$ cat config.mk
export PLATFORM = sky130hd
export DESIGN_NAME = fifo_rd_stream_adapter
export DESIGN_NICKNAME = d
export VERILOG_FILES = /design/src/rtl/fifo_rd_stream_adapter.sv
export SDC_FILE = /design/constraint.sdc
export NUM_CORES = 1
export LEC_CHECK = 0
export CAP_MARGIN = 20
export CORE_MARGIN = 2
export CORE_UTILIZATION = 42
export CTS_CLUSTER_DIAMETER = 100
export DETAILED_ROUTE_END_ITERATION = 10
export GPL_ROUTABILITY_DRIVEN = 0
export GPL_TIMING_DRIVEN = 0
export PLACE_DENSITY = 0.82
export SETUP_SLACK_MARGIN = 0.15
export SYNTH_ARGS = -nofsm -noshare
export SYNTH_HDL_FRONTEND = slang
export SYNTH_SLANG_ARGS = --single-unit
$ cat constraint.sdc
create_clock -name rclk -period 1.3 [get_ports rclk]
set_input_delay 0.26 -clock rclk [delete_from_list [all_inputs] [get_ports rclk]]
set_output_delay 0.26 -clock rclk [all_outputs]
set_load 0.02 [all_outputs]
$ cat src/rtl/fifo_rd_stream_adapter.sv
// -----------------------------------------------------------------------------
// fifo_rd_stream_adapter
//   Reader end of a FIFO read interface (rd / empty / rdata) in the rclk domain.
//   Issues rd strobes and captures the read data one cycle later into a
//   2-entry skid buffer. The buffered words are presented as a valid/ready
//   stream. It sustains one word per cycle across the FIFO's 1-cycle read
//   latency and never drops data.
//
// Parameters
//   DATAWIDTH   width of FIFO read data and stream data
//
// Ports
//   rclk        in   read-domain clock
//   rrst        in   synchronous active-high reset
//   fifo_empty  in   FIFO empty flag (rclk domain)
//   fifo_rd     out  read strobe, one word per high cycle
//   fifo_rdata  in   FIFO read data, valid the cycle after fifo_rd
//   m_valid     out  stream word available
//   m_ready     in   downstream accepts the word
//   m_data      out  stream data
//   xfer_cnt    out  (RD_STATS_EN) pops, wrapping 16-bit counter
//   stall_cnt   out  (RD_STATS_EN) m_valid & !m_ready cycles, saturating
//
// Build option: define RD_STATS_EN to add the xfer_cnt / stall_cnt ports.
// -----------------------------------------------------------------------------
module fifo_rd_stream_adapter #(
    parameter int DATAWIDTH = 8
) (
    input  logic                 rclk,
    input  logic                 rrst,
    input  logic                 fifo_empty,
    output logic                 fifo_rd,
    input  logic [DATAWIDTH-1:0] fifo_rdata,
    output logic                 m_valid,
    input  logic                 m_ready,
    output logic [DATAWIDTH-1:0] m_data
`ifdef RD_STATS_EN
    ,
    output logic [15:0]          xfer_cnt,
    output logic [15:0]          stall_cnt
`endif
);

    logic [1:0][DATAWIDTH-1:0] store;
    logic [1:0]                count;
    logic                      inflight;
    logic                      head;
    logic                      tail;
    logic                      push;
    logic                      pop;
    logic [1:0]                committed;

    assign m_valid = (count != 2'd0);
    assign m_data  = store[head];
    assign pop     = m_valid & m_ready;
    assign push    = inflight;

    // Credits: a slot must be free for every word already requested. A pop
    // in the current cycle frees a slot in time for the read issued now,
    // because that read's data only lands at the end of the next cycle.
    assign committed = count + {1'b0, inflight};
    assign fifo_rd   = !fifo_empty & !rrst & ((committed < 2'd2) | pop);

    always_ff @(posedge rclk) begin
        if (rrst) begin
            count    <= 2'd0;
            inflight <= 1'b0;
            head     <= 1'b0;
            tail     <= 1'b0;
            store    <= '0;
        end else begin
            inflight <= fifo_rd;
            count    <= count + {1'b0, push} - {1'b0, pop};
            if (push) begin
                store[tail] <= fifo_rdata;
                tail        <= ~tail;
            end
            if (pop) begin
                head <= ~head;
            end
        end
    end

`ifdef RD_STATS_EN
    always_ff @(posedge rclk) begin
        if (rrst) begin
            xfer_cnt  <= 16'd0;
            stall_cnt <= 16'd0;
        end else begin
            if (pop) begin
                xfer_cnt <= xfer_cnt + 16'd1;
            end
            if (m_valid && !m_ready && (stall_cnt != 16'hFFFF)) begin
                stall_cnt <= stall_cnt + 16'd1;
            end
        end
    end
`endif

endmodule
==> out/results.ini <==
[grt]
grt.met1_usage_pct=24.20
wire_length_of_the_first_global_routing_pass_um=3705
initial_antenna_violation_count=0
groute.layer.met2.usage_pct=32.02
globalRoute.totalOverflow=0
grtUsageTotal_pct=19.32
globalRouteMet3Util_pct=4.762
first_global_vias=825
grt_max_degree=12
grt.busiest_layer=met2

[floorplan]
initial_utilization_pct=45.25
die_h_um=50.44
die-area_sq_mm=0.002544
core_area_sq_mm=0.002002
floorplan.io_pins=22
die_w_um=50.44
std_cell_rows=16

[routing]
dr_total_vias=873
wire_per_inst_um=14.28
drc_errors=0
drt_pre_antenna_iters=4
detail_route.iter0.violations=24
route.antenna.remaining_nets=0
routed_wl_um=2385
route.detailed.vias_per_inst=5.228

[setup_path]
cp.arrival_ps=1360
critical_path_startpoint_category=flip-flop
setup.worst_path.class=flip-flop to output pin
worstPathRequired_ps=1040
worstSetupEndpointType=output pin
critPathMaxFanout=3

[synthesis]
synth.yosys.warnings=0
post_synth.cell_area_avg_sq_um=8.466
async_flop_share_pct=0
post_synth_instance_area_sq_um=905.9
synthFlopType=sky130_fd_sc_hd__dfxtp_1
synth_sequential_area_ratio_pct=46.41
synth_area_leader_cell=sky130_fd_sc_hd__dfxtp_1
synth_top_cells_by_area=sky130_fd_sc_hd__dfxtp_1 46%, sky130_fd_sc_hd__nand2_1 10%, sky130_fd_sc_hd__a21oi_1 9.9%
number_of_flops_mapped_to_enable_cells_by_yosys=0
synth.top_cells.by_count=25 x sky130_fd_sc_hd__nand2_1, 21 x sky130_fd_sc_hd__dfxtp_1, 18 x sky130_fd_sc_hd__a21oi_1, 8 x sky130_fd_sc_hd__mux2_2, 8 x sky130_fd_sc_hd__nand3_1
synth_fp_nets=120
synth_seq_cells=21
synth.distinct_cells=20
synth_top_cell_area_share_pct=46.41
most_repeated_cell_in_the_gate_level_netlist_after_synthesis=sky130_fd_sc_hd__nand2_1
netlist_instances=107

[sta]
fin_hold_ws_ps=260.9
tns_ps=-2339
worst_clock_skew_ps=3.071
post-route-worst-setup-slack_ps=-316.2
min_period_ps=1616
hold_viol=0
setup_viol=11
fmax_mhz=618.7
headroom_to_the_max_slew_limit_pct=70.23
grt_setup_unrepaired=yes
final.period_utilization_pct=124.3
timing_worst_slew_pin_value_ps=446.6
timing.final.max_slew_violations=0

[finish]
ant_diodes=0
finish.net_count=154
final_layout_size_suffix_gt1_share_pct=32.14
area_growth_from_synthesis_to_layout_pct=50.97

[clock_tree]
clock_tree.buffer_depth=2
cts_hold_buffers=0
worst_skew_pair.late_latency_ps=300
cts_sinks=21
ctsRootBufferMaster=sky130_fd_sc_hd__clkbuf_4
cts.reportedPaths.clkPinSlew_ps=110
h_tree_levels=1
tritoncts=built
cts_made_buffers=3

[placed_design]
io_buffers=21
place_hpwl_um=1414

[pwr]
powerDensity_mw_per_mm2=1403
worst_ir_drop_vdd_mv=1.141
leakage_dissipation_uw=0.0005379

[min_path]
tightest_hold_check_type=primary input to flip-flop

[status]
violated_checks=setup timing
status=finished, violations left

[run]
cap_viol_max_count=0

[metrics by stage]
step                std cells  total power, uW  utilization [%]  setup slack, ps  cell area (sq um)
detailed placement        155             1360            59.13           -857.3               1184
floorplan                 107             1153                -           -29.79              939.7
global route              167             2004            68.31           -378.7               1368
CTS                       165             1854            66.31           -362.7               1328
global placement          155             1340            59.13           -863.8               1184
finish                    167             1919            68.31           -316.2               1368
[power by group]
group          switching, uW  internal [uW]
clock                    192            120
sequential              66.1            722
combinational            370            449
total                    628           1290
[area by class of cell]
class,instances,area [sq um]
Buffer,7,51.30
Inverter,1,3.754
Fill cell,147,634.4
Sequential cell,21,426.7
Clock buffer,4,26.28
Timing Repair Buffer,29,291.5
Tap cell,27,33.78
Multi-Input combinational cell,78,534.3
[metal layers]
layer,up-vias,share of wire [%]
met5,-,0
met4,0,2.4
met3,4,4.7
met2,28,47
met1,411,45
li1,430,-
[flip-flops by register name (all words and copies together), names as in the netlist]
name      cells
inflight      1
count         2
store        16
tail          1
head          1
[critical path: stages, from the launching register on]
cell                        delay (ps)
sky130_fd_sc_hd__dfxtp_2           380
sky130_fd_sc_hd__ha_4              160
sky130_fd_sc_hd__nor2_2             50
sky130_fd_sc_hd__a2111oi_4         280
sky130_fd_sc_hd__buf_4             190
[kinds of logic after synthesis]
kind of cell	count (synthesis)	synth area share, %
and+or+nand+nor	44	21.82
AOI/OAI and AO/OA	22	13.26
DFF	21	46.41
muxes	9	11.19
buffers and inverters	8	4.005
xor gates and xnor gates	2	1.934
adders and majority gates	1	1.381
[cells in the final DEF (no fill, tap or decap), types with 2 or more instances in the layout]
cell type / Yosys / layout
sky130_fd_sc_hd__nand2_1: 25 / 24
sky130_fd_sc_hd__a21oi_1: 18 / 18
sky130_fd_sc_hd__dfxtp_1: 21 / 18
sky130_fd_sc_hd__buf_6: 0 / 14
sky130_fd_sc_hd__clkdlybuf4s50_1: 0 / 9
sky130_fd_sc_hd__mux2_4: 0 / 8
sky130_fd_sc_hd__nand3_1: 8 / 8
sky130_fd_sc_hd__buf_4: 0 / 7
sky130_fd_sc_hd__clkbuf_4: 0 / 4
sky130_fd_sc_hd__nor2_1: 5 / 4
sky130_fd_sc_hd__nand2b_1: 2 / 2
sky130_fd_sc_hd__buf_2: 5 / 2
sky130_fd_sc_hd__clkbuf_1: 2 / 2
sky130_fd_sc_hd__xor2_1: 2 / 2
sky130_fd_sc_hd__dfxtp_2: 0 / 2
[repair_timing]
item | in CTS | in global routing
pin swaps | 3 | 2
hold endpoints to repair | 0 | 0
cloned | 1 | 0
gates resized for setup | 81 | 10
setup buffers | 5 | 2
endpoints found under the setup margin | 20 | 23
[path summary, 6_finish.rpt]
check                 start         to  slack (ps)  depth (start not counted)
setup reg to reg   count[0]   count[1]        -100                          4
hold / removal         rrst   inflight         260                          2
hold reg to reg   store[11]  store[11]         460                          2
setup / recovery   inflight    fifo_rd        -320                          4
Power figures use the tool's default switching activity.
